**config.mk**
```make
export PLATFORM = sky130hd
export DESIGN_NAME = pipe_hazard_ctrl_flat
export DESIGN_NICKNAME = d
export VERILOG_FILES = /design/src/rtl/pipe_hazard_if.sv /design/src/rtl/pipe_hazard_ctrl.sv /design/src/flat_wrapper.sv
export SDC_FILE = /design/constraint.sdc
export NUM_CORES = 1
export LEC_CHECK = 0
export CAP_MARGIN = 15
export CORE_MARGIN = 2
export CORE_UTILIZATION = 30
export DETAILED_ROUTE_END_ITERATION = 12
export GPL_TIMING_DRIVEN = 0
export PLACE_DENSITY_LB_ADDON = 0.12
export SLEW_MARGIN = 5
export SYNTH_ARGS = -nofsm -noshare
export SYNTH_HDL_FRONTEND = slang
export SYNTH_SLANG_ARGS = --single-unit
export TNS_END_PERCENT = 50
```
**constraint.sdc**
```tcl
create_clock -name clk -period 2.4 [get_ports clk]
set_clock_uncertainty 0.2 [all_clocks]
set_input_delay 0.48 -clock clk [delete_from_list [all_inputs] [get_ports clk]]
set_output_delay 0.48 -clock clk [all_outputs]
set_load 0.005 [all_outputs]
```
**src/rtl/pipe_hazard_if.sv**
```systemverilog
// pipe_hazard_if: hazard-controller bus; master = pipeline side driving status, slave = controller returning strobes
interface pipe_hazard_if;
  logic [4:0]  rs_D;
  logic [4:0]  rt_D;
  logic        use_rs_D;
  logic        use_rt_D;
  logic        hilo_use_D;
  logic        load_E;
  logic [4:0]  WBA_E;
  logic        md_start_E;
  logic        md_div_E;
  logic [8:0]  MEM_Out_EXC;
  logic        eret_M;
  logic [31:0] debug_pc_M;
  logic        stall_F;
  logic        stall_D;
  logic        flush_D;
  logic        flush_E;
  logic        flush_M;
  logic        flush_W;
  logic [1:0]  pc_sel;
  logic        md_busy;
  logic [8:0]  exc_cause_q;
  logic [31:0] epc_q;
  logic        exc_valid_q;
  logic [31:0] perf_stall_cnt;
  modport master (
    output rs_D, rt_D, use_rs_D, use_rt_D, hilo_use_D, load_E, WBA_E, md_start_E, md_div_E,
           MEM_Out_EXC, eret_M, debug_pc_M,
    input  stall_F, stall_D, flush_D, flush_E, flush_M, flush_W, pc_sel, md_busy,
           exc_cause_q, epc_q, exc_valid_q, perf_stall_cnt
  );
  modport slave (
    input  rs_D, rt_D, use_rs_D, use_rt_D, hilo_use_D, load_E, WBA_E, md_start_E, md_div_E,
           MEM_Out_EXC, eret_M, debug_pc_M,
    output stall_F, stall_D, flush_D, flush_E, flush_M, flush_W, pc_sel, md_busy,
           exc_cause_q, epc_q, exc_valid_q, perf_stall_cnt
  );
endinterface

```
**src/rtl/pipe_hazard_ctrl.sv**
```systemverilog
// pipe_hazard_ctrl: pipeline stall/flush sequencer (load-use, HI/LO busy, exception/ERET); PIPE_PERF_CNT_EN adds a stall counter
module pipe_hazard_ctrl #(
  parameter int MULT_LAT = 5,
  parameter int DIV_LAT  = 10,
  parameter int CNT_W    = 4
) (
  input logic clk,
  input logic rst,
  pipe_hazard_if.slave hz
);
  localparam logic [0:0] RUN   = 1'b0;
  localparam logic [0:0] DRAIN = 1'b1;
  logic [0:0]       r_state;
  logic [CNT_W-1:0] r_busy;
  logic [8:0]       r_cause;
  logic [31:0]      r_epc;
  logic             r_valid;
  logic w_run, w_exc, w_trap, w_md_stall, w_lu, w_stall, w_start;
  always_comb begin
    w_run      = !rst && r_state == RUN;
    w_exc      = |hz.MEM_Out_EXC;
    w_trap     = w_run && (w_exc || hz.eret_M);
    w_md_stall = r_busy != '0 && hz.hilo_use_D;
    w_lu       = hz.load_E && hz.WBA_E != 5'd0 &&
                 ((hz.use_rs_D && hz.rs_D == hz.WBA_E) || (hz.use_rt_D && hz.rt_D == hz.WBA_E));
    w_stall    = w_run && !w_trap && (w_md_stall || w_lu);
    w_start    = w_run && !w_trap && hz.md_start_E;
  end
  assign hz.stall_F     = w_stall;
  assign hz.stall_D     = w_stall;
  assign hz.flush_D     = w_trap;
  assign hz.flush_E     = w_trap || w_stall;
  assign hz.flush_M     = w_trap;
  assign hz.flush_W     = w_trap;
  assign hz.pc_sel      = !w_trap ? 2'd0 : w_exc ? 2'd1 : 2'd2;
  assign hz.md_busy     = r_busy != '0;
  assign hz.exc_cause_q = r_cause;
  assign hz.epc_q       = r_epc;
  assign hz.exc_valid_q = r_valid;
  always_ff @(posedge clk or posedge rst) begin
    if (rst) begin
      r_state <= RUN;
      r_busy  <= '0;
      r_cause <= '0;
      r_epc   <= '0;
      r_valid <= 1'b0;
    end else begin
      r_state <= w_trap ? DRAIN : RUN;
      // HI/LO result still commits on an exception, so the counter keeps running
      if (w_start)
        r_busy <= hz.md_div_E ? CNT_W'(DIV_LAT) : CNT_W'(MULT_LAT);
      else if (r_busy != '0)
        r_busy <= r_busy - 1'b1;
      r_valid <= w_trap && w_exc;
      if (w_trap && w_exc) begin
        r_cause <= hz.MEM_Out_EXC;
        r_epc   <= hz.debug_pc_M;
      end
    end
  end
`ifdef PIPE_PERF_CNT_EN
  logic [31:0] r_perf;
  always_ff @(posedge clk or posedge rst) begin
    if (rst) r_perf <= '0;
    else     r_perf <= r_perf + {31'd0, w_stall};
  end
  assign hz.perf_stall_cnt = r_perf;
`else
  assign hz.perf_stall_cnt = 32'd0;
`endif
endmodule

```
**src/flat_wrapper.sv**
```systemverilog
// flat-port wrapper written by rule: the top's interface ports become plain ports
module pipe_hazard_ctrl_flat 
#(
  parameter int MULT_LAT = 5,
  parameter int DIV_LAT  = 10,
  parameter int CNT_W    = 4
)
  (clk, rst, hz_rs_D, hz_rt_D, hz_use_rs_D, hz_use_rt_D, hz_hilo_use_D, hz_load_E, hz_WBA_E, hz_md_start_E, hz_md_div_E, hz_MEM_Out_EXC, hz_eret_M, hz_debug_pc_M, hz_stall_F, hz_stall_D, hz_flush_D, hz_flush_E, hz_flush_M, hz_flush_W, hz_pc_sel, hz_md_busy, hz_exc_cause_q, hz_epc_q, hz_exc_valid_q, hz_perf_stall_cnt);
  pipe_hazard_if hz_i ();
  input logic clk;
  input logic rst;
  input wire logic [$bits(hz_i.rs_D)-1:0] hz_rs_D;
  input wire logic [$bits(hz_i.rt_D)-1:0] hz_rt_D;
  input wire logic [$bits(hz_i.use_rs_D)-1:0] hz_use_rs_D;
  input wire logic [$bits(hz_i.use_rt_D)-1:0] hz_use_rt_D;
  input wire logic [$bits(hz_i.hilo_use_D)-1:0] hz_hilo_use_D;
  input wire logic [$bits(hz_i.load_E)-1:0] hz_load_E;
  input wire logic [$bits(hz_i.WBA_E)-1:0] hz_WBA_E;
  input wire logic [$bits(hz_i.md_start_E)-1:0] hz_md_start_E;
  input wire logic [$bits(hz_i.md_div_E)-1:0] hz_md_div_E;
  input wire logic [$bits(hz_i.MEM_Out_EXC)-1:0] hz_MEM_Out_EXC;
  input wire logic [$bits(hz_i.eret_M)-1:0] hz_eret_M;
  input wire logic [$bits(hz_i.debug_pc_M)-1:0] hz_debug_pc_M;
  output wire logic [$bits(hz_i.stall_F)-1:0] hz_stall_F;
  output wire logic [$bits(hz_i.stall_D)-1:0] hz_stall_D;
  output wire logic [$bits(hz_i.flush_D)-1:0] hz_flush_D;
  output wire logic [$bits(hz_i.flush_E)-1:0] hz_flush_E;
  output wire logic [$bits(hz_i.flush_M)-1:0] hz_flush_M;
  output wire logic [$bits(hz_i.flush_W)-1:0] hz_flush_W;
  output wire logic [$bits(hz_i.pc_sel)-1:0] hz_pc_sel;
  output wire logic [$bits(hz_i.md_busy)-1:0] hz_md_busy;
  output wire logic [$bits(hz_i.exc_cause_q)-1:0] hz_exc_cause_q;
  output wire logic [$bits(hz_i.epc_q)-1:0] hz_epc_q;
  output wire logic [$bits(hz_i.exc_valid_q)-1:0] hz_exc_valid_q;
  output wire logic [$bits(hz_i.perf_stall_cnt)-1:0] hz_perf_stall_cnt;
  assign hz_i.rs_D = hz_rs_D;
  assign hz_i.rt_D = hz_rt_D;
  assign hz_i.use_rs_D = hz_use_rs_D;
  assign hz_i.use_rt_D = hz_use_rt_D;
  assign hz_i.hilo_use_D = hz_hilo_use_D;
  assign hz_i.load_E = hz_load_E;
  assign hz_i.WBA_E = hz_WBA_E;
  assign hz_i.md_start_E = hz_md_start_E;
  assign hz_i.md_div_E = hz_md_div_E;
  assign hz_i.MEM_Out_EXC = hz_MEM_Out_EXC;
  assign hz_i.eret_M = hz_eret_M;
  assign hz_i.debug_pc_M = hz_debug_pc_M;
  assign hz_stall_F = hz_i.stall_F;
  assign hz_stall_D = hz_i.stall_D;
  assign hz_flush_D = hz_i.flush_D;
  assign hz_flush_E = hz_i.flush_E;
  assign hz_flush_M = hz_i.flush_M;
  assign hz_flush_W = hz_i.flush_W;
  assign hz_pc_sel = hz_i.pc_sel;
  assign hz_md_busy = hz_i.md_busy;
  assign hz_exc_cause_q = hz_i.exc_cause_q;
  assign hz_epc_q = hz_i.epc_q;
  assign hz_exc_valid_q = hz_i.exc_valid_q;
  assign hz_perf_stall_cnt = hz_i.perf_stall_cnt;
  pipe_hazard_ctrl #(.MULT_LAT(MULT_LAT), .DIV_LAT(DIV_LAT), .CNT_W(CNT_W)) u_core (.clk(clk), .rst(rst), .hz(hz_i));
endmodule
```
**Yosys cells after proc, flatten, opt, wreduce, memory -nomap -nowiden**

Cells that the tools add are included.
Widths: inputs -> output; s select.

- Bits in registers: 47
- Latch bits: 0
- RAM bits: 0
- ROM bits: 0
- Input port bits: 65
- Output and inout port bits: 83
- Memories: 0

- Add/subtract/negate cells: 1
- Multipliers: 0
- Div/mod/pow operators: 0
- Order comparisons: 0
- Eq/ne operators: 2
- Shift-type cells: 0
- Mux-type cells: 6
- Bitwise logic cells: 1
- Reductions and logical operators: 21

Operators with widths:

| kind | number |
|---|---|
| $mux 4 | 3 |
| $logic_and 1x1->1 | 11 |
| $eq 5x5->1 | 2 |
| $reduce_or 9->1 | 1 |
| $reduce_bool 5->1 | 1 |
| $logic_or 1x1->1 | 4 |
| $mux 2 | 2 |
| $reduce_bool 4->1 | 1 |
| $sub 4x1->4 const B | 1 |
| $logic_not 1->1 | 2 |
| $reduce_bool 2->1 | 1 |
| $mux 1 | 1 |
| $not 1->1 | 1 |

**Longest topological paths before layout**

Gate-level depths: netlist (run 1).

- Word-level depth: 7
- Mapped depth: 6
- Mapped depth without buffers: 6

**Least setup slack after synthesis (run 1)**

Ideal clock, no wire load.

- Path kind: input-to-output
- Start point: in hz_WBA_E[1]
- End point: out hz_stall_F
- Data arrival time: 1.453 ns
- Data required time: 1.720 ns
- Slack: 0.267 ns
- Stages on the path: 6
- Buffers on the path: 1
- Path through: xnor2_1 nand4_1 o22ai_1 o211ai_1 a211oi_1 buf_4

- Word-level cells in the longest chain between the ends: 6

RTL lines:

| what | line | RTL |
|---|---|---|
| start: declaration | flat_wrapper.sv:18 | `input wire logic [$bits(hz_i.WBA_E)-1:0] hz_WBA_E;` |
| $eq 5x5->1 | pipe_hazard_ctrl.sv:25 | `((hz.use_rs_D && hz.rs_D == hz.WBA_E) \|\| (hz.use_rt_D && hz.rt_D == hz.WBA_E));` |
| $logic_and 1x1->1 | pipe_hazard_ctrl.sv:25 |  |
| $logic_or 1x1->1 | pipe_hazard_ctrl.sv:25 |  |
| $logic_and 1x1->1 (*) | pipe_hazard_ctrl.sv:24 | `w_lu = hz.load_E && hz.WBA_E != 5'd0 &&` |
| $logic_or 1x1->1 (*) | pipe_hazard_ctrl.sv:26 | `w_stall = w_run && !w_trap && (w_md_stall \|\| w_lu);` |
| $logic_and 1x1->1 (*) | pipe_hazard_ctrl.sv:26 |  |
| end: declaration | flat_wrapper.sv:24 | `output wire logic [$bits(hz_i.stall_F)-1:0] hz_stall_F;` |

Every way passes the cells marked *; elsewhere a longest branch is shown, timed or not.

**Final worst setup path (run 1)**

- Start point: in hz_WBA_E[4]
- End point: out hz_flush_E

- Word-level cells in the longest chain between the ends: 7

RTL lines:

| what | line | RTL |
|---|---|---|
| $eq 5x5->1 | pipe_hazard_ctrl.sv:25 |  |
| $logic_and 1x1->1 | pipe_hazard_ctrl.sv:25 |  |
| $logic_or 1x1->1 | pipe_hazard_ctrl.sv:25 |  |
| $logic_and 1x1->1 (*) | pipe_hazard_ctrl.sv:24 |  |
| $logic_or 1x1->1 (*) | pipe_hazard_ctrl.sv:26 |  |
| $logic_and 1x1->1 (*) | pipe_hazard_ctrl.sv:26 |  |
| $logic_or 1x1->1 (*) | pipe_hazard_ctrl.sv:32 | `assign hz.flush_E = w_trap \|\| w_stall;` |
| end: declaration | flat_wrapper.sv:27 | `output wire logic [$bits(hz_i.flush_E)-1:0] hz_flush_E;` |

Marks and branches as above.

==> impl_metrics.prom, run 1 <==
# TYPE chip_impl_metric gauge
chip_impl_info{name="run_status",value="finished, violations left"} 1
chip_impl_info{name="violations",value="negative setup slack"} 1
chip_impl_metric{name="cts_htree_levels",unit=""} 2
chip_impl_metric{name="reg2reg_depth",unit=""} 3
chip_impl_metric{name="die_height",unit="µm"} 91.6
chip_impl_info{name="yosys-top-cells-count",value="sky130_fd_sc_hd__dfrtp_1 (47), sky130_fd_sc_hd__mux2_2 (40), sky130_fd_sc_hd__buf_4 (35), sky130_fd_sc_hd__xnor2_1 (11), sky130_fd_sc_hd__nand2_1 (5)"} 1
chip_impl_metric{name="grt_antenna_before_repair",unit=""} 0
chip_impl_metric{name="cts-buffers-inserted",unit=""} 5
chip_impl_metric{name="gp_congestion",unit=""} 0.744
chip_impl_info{name="post-synth-top-area-cell",value="sky130_fd_sc_hd__dfrtp_1"} 1
chip_impl_info{name="synth_top_family_by_area",value="multiplexers"} 1
chip_impl_metric{name="power.density",unit="nW/µm²"} 606
chip_impl_metric{name="asyncSetResetFlopFracSynth",unit="%"} 100
chip_impl_metric{name="drt-vias-per-instance",unit=""} 4.02
chip_impl_metric{name="fp.coreArea",unit="µm²"} 7330
chip_impl_metric{name="switching_share",unit="%"} 25.7
chip_impl_metric{name="floorplan.rows",unit=""} 31
chip_impl_info{name="synthMostInstantiatedCell",value="sky130_fd_sc_hd__dfrtp_1"} 1
chip_impl_metric{name="hold_viol_final",unit=""} 0
chip_impl_metric{name="synthToLayoutAreaGrowth",unit="%"} 68.9
chip_impl_metric{name="worst_ir_drop_vdd",unit="mV"} 0.325
chip_impl_info{name="r2r_start",value="u_core.r_state"} 1
chip_impl_metric{name="worst_ep_arrival_time",unit="ns"} 1.83
chip_impl_metric{name="timing.final.crit_share",unit="%"} 105
chip_impl_metric{name="final_standard_cell_area_without_fillers",unit="µm²"} 3890
chip_impl_metric{name="routed_wl",unit="µm"} 5340
chip_impl_metric{name="yosysWarningCount",unit=""} 0
chip_impl_metric{name="critPathMaxFanout",unit=""} 3
chip_impl_metric{name="combinationalPowerShare",unit="%"} 33.2
chip_impl_metric{name="share_of_the_synthesized_area_in_compound_gates_ao_oa_aoi_oai",unit="%"} 2.88
chip_impl_metric{name="final.setup.tns",unit="ns"} -0.194
chip_impl_metric{name="placed_cell_area",unit="µm²"} 3710
chip_impl_metric{name="synth.mux.area_fraction",unit="%"} 20.2
chip_impl_metric{name="drcViolationCount",unit=""} 0
chip_impl_info{name="end_kind",value="primary output"} 1
chip_impl_metric{name="antennaDiodeCount",unit=""} 0
chip_impl_metric{name="leakagePower",unit="nW"} 1.77
chip_impl_metric{name="multi_input_comb_area",unit="µm²"} 986
chip_impl_metric{name="wire_length_of_the_first_global_routing_pass",unit="µm"} 8600
chip_impl_info{name="worst-setup-path-type",value="in2out"} 1
chip_impl_metric{name="period_minus_slack",unit="ns"} 2.51
chip_impl_info{name="tritoncts",value="built"} 1
chip_impl_info{name="synth-main-ff-cell",value="sky130_fd_sc_hd__dfrtp_1"} 1
chip_impl_metric{name="seq_area",unit="µm²"} 1180
chip_impl_metric{name="die_x",unit="µm"} 91.6
chip_impl_metric{name="synth_cell_type_count",unit=""} 29
chip_impl_info{name="crit_path_start_kind",value="input pin"} 1
chip_impl_metric{name="routedWlPerCell",unit="µm"} 12.2
chip_impl_metric{name="synth_enable_flop_cells",unit=""} 0
chip_impl_metric{name="mappedNetlistArea",unit="µm²"} 2300
chip_impl_info{name="synthTopCellsByArea",value="sky130_fd_sc_hd__dfrtp_1 (51%), sky130_fd_sc_hd__mux2_2 (20%), sky130_fd_sc_hd__buf_4 (11%)"} 1
chip_impl_metric{name="globalRouteTotalUtil",unit="%"} 12.9
chip_impl_metric{name="synth_adder_area_share",unit="%"} 1.09
chip_impl_metric{name="layout-drive-gt1-share",unit="%"} 37.6
chip_impl_metric{name="ctsLongestPathBuffers",unit=""} 2
chip_impl_metric{name="synth.ff_latch_count",unit=""} 47
chip_impl_metric{name="layout_nets",unit=""} 407
chip_impl_metric{name="n_fill_cell",unit=""} 667
chip_impl_metric{name="cts.clk_slew.worst_paths",unit="ns"} 0.09
chip_impl_metric{name="grt_pass1_vias",unit=""} 1771
chip_impl_metric{name="dp.final_hpwl",unit="µm"} 4130
chip_impl_metric{name="setup_viol_count_final",unit=""} 2
chip_impl_info{name="clk_root_buffer_cell",value="sky130_fd_sc_hd__clkbuf_8"} 1
chip_impl_metric{name="postLayoutSetupSlackWorst",unit="ns"} -0.110
chip_impl_metric{name="io_pins",unit=""} 148
chip_impl_metric{name="p_int",unit="mW"} 1.75
chip_impl_info{name="rsz0062_at_grt",value="yes"} 1
chip_impl_metric{name="port_buffers",unit=""} 115
chip_impl_metric{name="synth_largest_type_area_fraction",unit="%"} 51.1
chip_impl_metric{name="drtAntennaViolNets",unit=""} 0
chip_impl_metric{name="clock-sinks",unit=""} 47
chip_impl_metric{name="synth-simple-area-share",unit="%"} 5.93
chip_impl_metric{name="net-switching-power",unit="µW"} 606
chip_impl_metric{name="power.share.sequential",unit="%"} 42.8
chip_impl_metric{name="die-area",unit="µm²"} 8390
chip_impl_info{name="r2r-end",value="u_core.r_busy[2]"} 1
chip_impl_metric{name="drt_first_pass_iters",unit=""} 2
chip_impl_metric{name="maxSlewViolCount",unit=""} 0
chip_impl_metric{name="reg2reg_slack",unit="ns"} 0.54
chip_impl_metric{name="synth_cells",unit=""} 178
chip_impl_metric{name="synth_xor_area_share",unit="%"} 4.57
chip_impl_metric{name="syn-mean-instance-area",unit="µm²"} 12.9
chip_impl_info{name="tightest_hold_check_type",value="in2async"} 1
chip_impl_metric{name="max_clock_freq",unit="MHz"} 398
chip_impl_metric{name="cp.required",unit="ns"} 1.72
chip_impl_metric{name="grt_start_max_net_pins",unit=""} 35
chip_impl_metric{name="seq_area_frac_synth",unit="%"} 51.1
chip_impl_metric{name="initial_utilization",unit="%"} 31.4
chip_impl_metric{name="grt.overflow.total",unit=""} 0
chip_impl_metric{name="max_cap_viol_count",unit=""} 0
chip_impl_metric{name="vias",unit=""} 1765
chip_impl_metric{name="worst_skew_pair.late_latency",unit="ns"} 0.29
chip_impl_metric{name="clkPwrFrac",unit="%"} 24.0
chip_impl_metric{name="first_iter_violations",unit=""} 20
## cell type report
cell class | count | area share, %
Clock buffer | 5 | 1.77
Buffer | 39 | 8.02
Sequential cell | 47 | 30.3
Clock inverter | 2 | 0.966
Inverter | 4 | 0.386
Timing Repair Buffer | 124 | 30.0
Tap cell | 99 | 3.19
Multi-Input combinational cell | 119 | 25.4
## placed cells by master (no fill, tap or decap), types with 2 or more instances in the layout
cell type,n
sky130_fd_sc_hd__clkbuf_2,8
sky130_fd_sc_hd__nand2_1,3
sky130_fd_sc_hd__dlymetal6s2s_1,3
sky130_fd_sc_hd__xnor2_1,11
sky130_fd_sc_hd__buf_4,40
sky130_fd_sc_hd__nor2_4,2
sky130_fd_sc_hd__inv_1,3
sky130_fd_sc_hd__mux2_2,40
sky130_fd_sc_hd__ha_1,2
sky130_fd_sc_hd__or3_1,2
sky130_fd_sc_hd__nand4_1,2
sky130_fd_sc_hd__dfrtp_1,47
sky130_fd_sc_hd__nand2_2,2
sky130_fd_sc_hd__clkbuf_8,5
sky130_fd_sc_hd__conb_1,32
sky130_fd_sc_hd__dlygate4sd2_1,6
sky130_fd_sc_hd__buf_2,7
sky130_fd_sc_hd__buf_6,9
sky130_fd_sc_hd__nor2_1,2
sky130_fd_sc_hd__clkdlybuf4s15_1,8
sky130_fd_sc_hd__a21oi_1,3
sky130_fd_sc_hd__clkdlybuf4s50_1,80
## critical path, stage by stage
cell	delay (ns)
sky130_fd_sc_hd__clkbuf_2	0.11
sky130_fd_sc_hd__or4_1	0.52
sky130_fd_sc_hd__o211ai_1	0.32
sky130_fd_sc_hd__buf_4	0.18
sky130_fd_sc_hd__a311oi_2	0.07
sky130_fd_sc_hd__buf_2	0.15
## worst max path at each step
stage | end | depth (start not counted) | startpoint | slack [ns]
6_report | hz_flush_E | 6 | hz_WBA_E[4] | -0.11
5_1_grt | hz_flush_E | 6 | hz_WBA_E[4] | -0.16
4_1_cts | hz_stall_F | 9 | hz_rt_D[1] | -0.36
3_5_place_dp | hz_stall_F | 6 | hz_MEM_Out_EXC[2] | -0.87
3_3_place_gp | hz_stall_F | 6 | hz_MEM_Out_EXC[2] | -0.87
2_1_floorplan | hz_stall_F | 6 | hz_WBA_E[1] | 0.27
## metrics by stage
stage               std cells  power (mW)  setup WS (ns)  util [%]  hold slack, ns
floorplan                 209        1.39          0.267         -           0.305
global placement          423        1.79         -0.872      50.4           0.289
detailed placement        424        1.81         -0.870      50.6           0.291
CTS                       439        2.38         -0.356      53.1           0.224
global route              439        2.51         -0.165      53.0           0.232
finish                    439        2.36         -0.110      53.0           0.223
## per-layer routing
metal | routed length [µm] | global-route usage [%]
met5 | 0 | 0
met4 | 57 | 3.41
met3 | 490 | 4.81
met2 | 2650 | 22.1
met1 | 2140 | 15.1
## power groups by stage
stage / Sequential (mW) / Clock (mW) / Combinational, mW
2_1_floorplan: 1.03 / 0 / 0.360
3_3_place_gp: 1.02 / 0 / 0.770
3_5_place_dp: 1.02 / 0 / 0.784
4_1_cts: 1.01 / 0.586 / 0.784
5_1_grt: 1.03 / 0.619 / 0.863
6_report: 1.01 / 0.566 / 0.782
## sequential cells by signal, indices dropped and copies added, names as in the netlist
name / count
u_core.r_state: 1
u_core.hz.epc_q: 32
u_core.hz.exc_cause_q: 9
u_core.r_busy: 4
u_core.hz.exc_valid_q: 1
## logic make-up (layout without fill, tap and decap cells)
family                   Yosys count  after routing
adder cells (fa/ha/maj)            2              2
flip-flops                        47             47
multiplexers                      41             41
AND/OR/NAND/NOR                   22             22
AO/OA/AOI/OAI                     10             10
buffers and inverters             43            174
other                              1             32
XOR/XNOR                          12             12
## what timing repair did
item                       in CTS  in global routing
pin swaps                      21                 20
gates resized for setup        74                 33
buffers inserted                8                  2
hold buffers                    0                  0
setup endpoints to repair       8                  7
cloned                          0                  0
Note: power is estimated with default switching activity, not from simulation.
==> run 2, diff against run 1 <==
clock period = 2.7 ns   (was 2.4 ns; I/O delays follow)
==> impl_metrics.prom, run 2 (synthesis gave the netlist of run 1 again) <==
# TYPE chip_impl_metric gauge
chip_impl_metric{name="placed_cell_area",unit="µm²"} 3710
chip_impl_metric{name="port_buffers",unit=""} 115
chip_impl_metric{name="synthToLayoutAreaGrowth",unit="%"} 69.4
chip_impl_metric{name="seq_area",unit="µm²"} 1180
chip_impl_metric{name="multi_input_comb_area",unit="µm²"} 987
chip_impl_info{name="mostFrequentLayoutCells",value="sky130_fd_sc_hd__clkdlybuf4s50_1 (83), sky130_fd_sc_hd__dfrtp_1 (47), sky130_fd_sc_hd__buf_4 (42)"} 1
chip_impl_metric{name="n_fill_cell",unit=""} 660
chip_impl_info{name="end_kind",value="primary output"} 1
chip_impl_metric{name="floorplan.rows",unit=""} 31
chip_impl_metric{name="grt_pass1_vias",unit=""} 1760
chip_impl_metric{name="setup_viol_count_final",unit=""} 0
chip_impl_metric{name="cp.required",unit="ns"} 1.96
chip_impl_metric{name="maxSlewViolCount",unit=""} 0
chip_impl_metric{name="grt_antenna_before_repair",unit=""} 0
chip_impl_metric{name="io_pins",unit=""} 148
chip_impl_metric{name="critPathMaxFanout",unit=""} 3
chip_impl_metric{name="power.density",unit="nW/µm²"} 535
chip_impl_metric{name="die-area",unit="µm²"} 8390
chip_impl_metric{name="clock-sinks",unit=""} 47
chip_impl_metric{name="worst_ep_arrival_time",unit="ns"} 1.90
chip_impl_metric{name="leakagePower",unit="nW"} 1.77
chip_impl_metric{name="met3_wirelength",unit="µm"} 485
chip_impl_metric{name="cts_htree_levels",unit=""} 2
chip_impl_metric{name="cts-buffers-inserted",unit=""} 5
chip_impl_metric{name="die_x",unit="µm"} 91.6
chip_impl_metric{name="ctsLongestPathBuffers",unit=""} 2
chip_impl_metric{name="grt_start_max_net_pins",unit=""} 35
chip_impl_metric{name="worst_skew_pair.late_latency",unit="ns"} 0.29
chip_impl_metric{name="gp_congestion",unit=""} 0.744
chip_impl_metric{name="period_minus_slack",unit="ns"} 2.64
chip_impl_metric{name="vias",unit=""} 1765
chip_impl_metric{name="final_standard_cell_area_without_fillers",unit="µm²"} 3900
chip_impl_info{name="tightest_hold_check_type",value="in2async"} 1
chip_impl_metric{name="layout.core_utilization",unit="%"} 53.2
chip_impl_metric{name="wire_length_of_the_first_global_routing_pass",unit="µm"} 8510
chip_impl_metric{name="final.setup.tns",unit="ns"} 0
chip_impl_metric{name="cts.clk_slew.worst_paths",unit="ns"} 0.09
chip_impl_metric{name="max_cap_viol_count",unit=""} 0
chip_impl_metric{name="largest_reg_flops",unit=""} 32
chip_impl_metric{name="hold_viol_final",unit=""} 0
chip_impl_metric{name="die_height",unit="µm"} 91.6
chip_impl_metric{name="drcViolationCount",unit=""} 0
chip_impl_info{name="tritoncts",value="built"} 1
chip_impl_info{name="top_layer",value="met4"} 1
chip_impl_metric{name="initial_utilization",unit="%"} 31.4
chip_impl_metric{name="globalRouteTotalUtil",unit="%"} 12.8
chip_impl_metric{name="drtAntennaViolNets",unit=""} 0
chip_impl_metric{name="routedWlPerCell",unit="µm"} 12.3
chip_impl_metric{name="antennaDiodeCount",unit=""} 0
chip_impl_metric{name="drt_first_pass_iters",unit=""} 2
chip_impl_info{name="leading_cell_type_in_the_layout_fill_and_taps_excluded",value="sky130_fd_sc_hd__clkdlybuf4s50_1"} 1
chip_impl_metric{name="reg2reg_slack",unit="ns"} 0.83
chip_impl_info{name="crit_path_start_kind",value="input pin"} 1
chip_impl_metric{name="max_clock_freq",unit="MHz"} 379
chip_impl_metric{name="drt-vias-per-instance",unit=""} 4.02
chip_impl_metric{name="routed_wl",unit="µm"} 5400
chip_impl_metric{name="layout-drive-gt1-share",unit="%"} 35.6
chip_impl_metric{name="layout_nets",unit=""} 407
chip_impl_metric{name="worst_ir_drop_vdd",unit="mV"} 0.289
chip_impl_metric{name="first_iter_violations",unit=""} 21
chip_impl_metric{name="met1_length",unit="µm"} 2160
chip_impl_metric{name="dp.final_hpwl",unit="µm"} 4130
chip_impl_metric{name="cts-hold-fix-buffers",unit=""} 0
chip_impl_metric{name="post_layout_total_power",unit="mW"} 2.08
chip_impl_metric{name="timing.final.crit_share",unit="%"} 97.7
chip_impl_info{name="worst-setup-path-type",value="in2out"} 1
chip_impl_metric{name="met2RoutedLength",unit="µm"} 2700
chip_impl_metric{name="fp.coreArea",unit="µm²"} 7330
chip_impl_info{name="run_status",value="finished, final reports clean"} 1
chip_impl_metric{name="grt.overflow.total",unit=""} 0
chip_impl_info{name="clk_root_buffer_cell",value="sky130_fd_sc_hd__clkbuf_8"} 1
run 2: final timing paths:
| path | start | end | depth (start not counted) |
|---|---|---|---|
| min in group clk | u_core.hz.epc_q[25] | u_core.hz.epc_q[25] | 1 |
| min | rst | u_core.hz.exc_cause_q[4] | 2 |
| max in group asynchronous | rst | u_core.hz.epc_q[15] | 3 |
| max reg2reg | u_core.r_state | u_core.r_busy[2] | 3 |
| min reg2reg | u_core.hz.epc_q[25] | u_core.hz.epc_q[25] | 1 |
| max | hz_WBA_E[4] | hz_flush_E | 6 |
run 2: layout make-up:
cell class / count / area share (%)
Clock buffer: 5 / 1.77
Clock inverter: 2 / 0.963
Timing Repair Buffer: 125 / 30.6
Tap cell: 99 / 3.18
Multi-Input combinational cell: 119 / 25.3
Buffer: 38 / 7.61
Inverter: 4 / 0.385
Sequential cell: 47 / 30.2
run 2: metrics by stage:
stage / std cells / setup WS, ns / hold slack, ns
2_1_floorplan: 209 / 0.447 / 0.305
3_3_place_gp: 423 / -0.692 / 0.289
3_5_place_dp: 424 / -0.690 / 0.291
4_1_cts: 437 / -0.176 / 0.314
5_1_grt: 439 / -0.00469 / 0.212
6_report: 439 / 0.0633 / 0.187
run 2: layer usage:
layer  vias up  global-route usage, %
met5         -                      0
met4         0                   3.41
met3         4                   4.81
met2        75                   22.0
met1       818                   14.9
li1        868                      -
run 2: repair_timing:
action,in CTS,in global routing
buffers inserted,7,4
endpoints found under the setup margin,8,7
resized for setup,49,33
pin swaps,20,18
run 2: critical path, cell delays in order:
cell                       delay, ns
sky130_fd_sc_hd__clkbuf_2       0.11
sky130_fd_sc_hd__or4_1          0.53
sky130_fd_sc_hd__o211ai_1       0.32
sky130_fd_sc_hd__buf_4          0.18
sky130_fd_sc_hd__a311oi_2       0.07
sky130_fd_sc_hd__buf_2          0.15
run 2: power breakdown:
part / leakage (nW) / switching [mW] / internal, mW
logic: 1.17 / 0.236 / 0.449
clock network: 0.0502 / 0.232 / 0.271
registers: 0.552 / 0.0654 / 0.830
==> run 3, diff against run 2 <==
CELL_PAD_IN_SITES_DETAIL_PLACEMENT = 1   (was unset)
CELL_PAD_IN_SITES_GLOBAL_PLACEMENT = 1   (was unset)
CORE_MARGIN = 8   (was 2)
CORE_UTILIZATION = 27   (was 30)
GPL_ROUTABILITY_DRIVEN = 0   (was unset)
==> impl_metrics.prom, run 3 (synthesis gave the netlist of run 1 again) <==
# TYPE chip_impl_metric gauge
chip_impl_metric{name="worstSetupPathDepth",unit=""} 8
chip_impl_metric{name="layout-drive-gt1-share",unit="%"} 34.5
chip_impl_metric{name="layout_nets",unit=""} 405
chip_impl_metric{name="layout.core_utilization",unit="%"} 46.7
chip_impl_metric{name="drt-vias-per-instance",unit=""} 4.07
chip_impl_metric{name="port_buffers",unit=""} 115
chip_impl_metric{name="dp.cells",unit=""} 430
chip_impl_metric{name="die-area",unit="µm²"} 11700
chip_impl_metric{name="grt.overflow.total",unit=""} 0
chip_impl_metric{name="period_minus_slack",unit="ns"} 2.63
chip_impl_metric{name="total_buffers_and_inverters_traversed_by_the_critical_path",unit=""} 4
chip_impl_metric{name="synthToLayoutAreaGrowth",unit="%"} 67.6
chip_impl_info{name="run_status",value="finished, final reports clean"} 1
chip_impl_metric{name="power.density",unit="nW/µm²"} 552
chip_impl_info{name="rsz0062_at_grt",value="no"} 1
chip_impl_metric{name="fin_cells",unit=""} 444
chip_impl_info{name="clk_root_buffer_cell",value="sky130_fd_sc_hd__clkbuf_8"} 1
chip_impl_metric{name="finalHoldWorstSlack",unit="ns"} 0.303
chip_impl_metric{name="dp.final_hpwl",unit="µm"} 5640
chip_impl_metric{name="floorplan.rows",unit=""} 33
chip_impl_metric{name="wire_length_of_the_first_global_routing_pass",unit="µm"} 11200
chip_impl_metric{name="die_height",unit="µm"} 108
chip_impl_metric{name="fp.coreArea",unit="µm²"} 8260
chip_impl_info{name="worst-setup-path-type",value="in2out"} 1
chip_impl_metric{name="leakagePower",unit="nW"} 1.75
chip_impl_metric{name="clock-sinks",unit=""} 47
chip_impl_metric{name="reg2reg_depth",unit=""} 5
chip_impl_metric{name="io_pins",unit=""} 148
chip_impl_metric{name="critical-path-max-stage-delay",unit="ns"} 0.42
chip_impl_metric{name="worst_ir_drop_vdd",unit="mV"} 0.279
chip_impl_metric{name="drtAntennaViolNets",unit=""} 0
chip_impl_metric{name="hold_viol_final",unit=""} 0
chip_impl_info{name="leading_cell_type_in_the_layout_fill_and_taps_excluded",value="sky130_fd_sc_hd__clkdlybuf4s50_1"} 1
chip_impl_metric{name="cp.required",unit="ns"} 1.96
chip_impl_info{name="tightest_hold_check_type",value="in2reg"} 1
chip_impl_metric{name="globalRouteTotalUtil",unit="%"} 12.0
chip_impl_info{name="cp_slowest_cell",value="sky130_fd_sc_hd__clkdlybuf4s50_1"} 1
chip_impl_info{name="tritoncts",value="built"} 1
chip_impl_info{name="r2r-end",value="u_core.hz.epc_q[11]"} 1
chip_impl_metric{name="reg2reg_slack",unit="ns"} 0.81
chip_impl_metric{name="cts-buffers-inserted",unit=""} 5
chip_impl_metric{name="max_clock_freq",unit="MHz"} 380
chip_impl_metric{name="cts.clk_slew.worst_paths",unit="ns"} 0.09
chip_impl_info{name="end_kind",value="primary output"} 1
chip_impl_info{name="crit_path_start_kind",value="input pin"} 1
chip_impl_metric{name="post_layout_total_power",unit="mW"} 2.13
chip_impl_metric{name="routed_wl",unit="µm"} 6960
chip_impl_metric{name="worstMarginPinSlew",unit="ns"} 0.551
chip_impl_metric{name="routedWlPerCell",unit="µm"} 15.7
chip_impl_info{name="critical_path.cell_chain",value="clkdlybuf4s50_1 > nor2_1 > nand3_1 > buf_6 > nor2_4 > nor3_4 > buf_4 > dlygate4sd2_1"} 1
chip_impl_metric{name="grt_start_max_net_pins",unit=""} 25
chip_impl_metric{name="max_cap_viol_count",unit=""} 0
chip_impl_metric{name="initial_utilization",unit="%"} 27.9
chip_impl_info{name="cp_launch_point",value="hz_MEM_Out_EXC[7]"} 1
chip_impl_metric{name="grt_pass1_vias",unit=""} 2088
chip_impl_metric{name="timing.final.crit_share",unit="%"} 97.3
chip_impl_info{name="r2r_start",value="u_core.r_state"} 1
chip_impl_metric{name="drcViolationCount",unit=""} 0
chip_impl_metric{name="maxSlewViolCount",unit=""} 0
chip_impl_metric{name="cts_htree_levels",unit=""} 2
chip_impl_metric{name="drt_first_pass_iters",unit=""} 2
chip_impl_metric{name="worst_ep_arrival_time",unit="ns"} 1.89
chip_impl_metric{name="antennaDiodeCount",unit=""} 0
chip_impl_metric{name="vias",unit=""} 1806
chip_impl_metric{name="ctsLongestPathBuffers",unit=""} 2
chip_impl_info{name="setup.worst_path.end",value="hz_flush_M"} 1
chip_impl_metric{name="setup_viol_count_final",unit=""} 0
chip_impl_metric{name="critPathMaxFanout",unit=""} 4
chip_impl_metric{name="final.setup.tns",unit="ns"} 0
chip_impl_info{name="mostFrequentLayoutCells",value="sky130_fd_sc_hd__clkdlybuf4s50_1 (84), sky130_fd_sc_hd__dfrtp_1 (47), sky130_fd_sc_hd__buf_4 (41)"} 1
chip_impl_metric{name="grt_antenna_before_repair",unit=""} 0
chip_impl_metric{name="die_x",unit="µm"} 108
chip_impl_metric{name="slew-limit-headroom",unit="%"} 63.2
chip_impl_metric{name="first_iter_violations",unit=""} 58
chip_impl_metric{name="worst_skew_pair.late_latency",unit="ns"} 0.29
chip_impl_metric{name="largest_reg_flops",unit=""} 32
chip_impl_info{name="cpLargestDelayFamily",value="buffers and inverters"} 1
[run 3: where the power goes]
part / internal (mW) / switching, mW
logic: 0.449 / 0.243
clock network: 0.300 / 0.241
registers: 0.830 / 0.0672
total: 1.58 / 0.550
[run 3: area by class of cell]
| cell class | count | area, µm² |
|---|---|---|
| Buffer | 38 | 297 |
| Clock buffer | 6 | 82.6 |
| Clock inverter | 2 | 35.0 |
| Fill cell | 912 | 4400 |
| Inverter | 4 | 15.0 |
| Multi-Input combinational cell | 119 | 961 |
| Sequential cell | 47 | 1180 |
| Tap cell | 105 | 131 |
| Timing Repair Buffer | 123 | 1160 |
[run 3: per-layer routing]
layer	share of wire (%)	GRT usage, %	vias to the layer above
met5	0	0	-
met4	0.92	2.44	0
met3	10	5.29	4
met2	52	21.1	75
met1	37	13.0	874
li1	-	-	853
[run 3: repair_timing]
action | in CTS | in global routing
pin swaps | 18 | 10
resized for setup | 47 | 28
endpoints found under the hold margin | 0 | 0
hold buffers | 0 | 0
buffers inserted | 7 | 0
setup endpoints to repair | 8 | 6
[run 3: worst min path at each step]
stage,from,endpoint,slack (ns),depth (start not counted)
6_report,hz_MEM_Out_EXC[2],u_core.hz.exc_cause_q[2],0.30,2
5_1_grt,hz_MEM_Out_EXC[2],u_core.hz.exc_cause_q[2],0.31,2
4_1_cts,u_core.hz.epc_q[4],u_core.hz.epc_q[4],0.32,1
3_5_place_dp,u_core.hz.epc_q[8],u_core.hz.epc_q[8],0.29,1
3_3_place_gp,u_core.hz.epc_q[8],u_core.hz.epc_q[8],0.29,1
2_1_floorplan,u_core.hz.epc_q[17],u_core.hz.epc_q[17],0.31,1
[run 3: through the flow]
stage / setup WS (ns) / cell area (µm²)
final: 0.0717 / 3860
after global routing: 0.00203 / 3860
after CTS: -0.170 / 3890
after detailed placement: -0.705 / 3720
after global placement: -0.694 / 3700
after floorplan: 0.447 / 2420
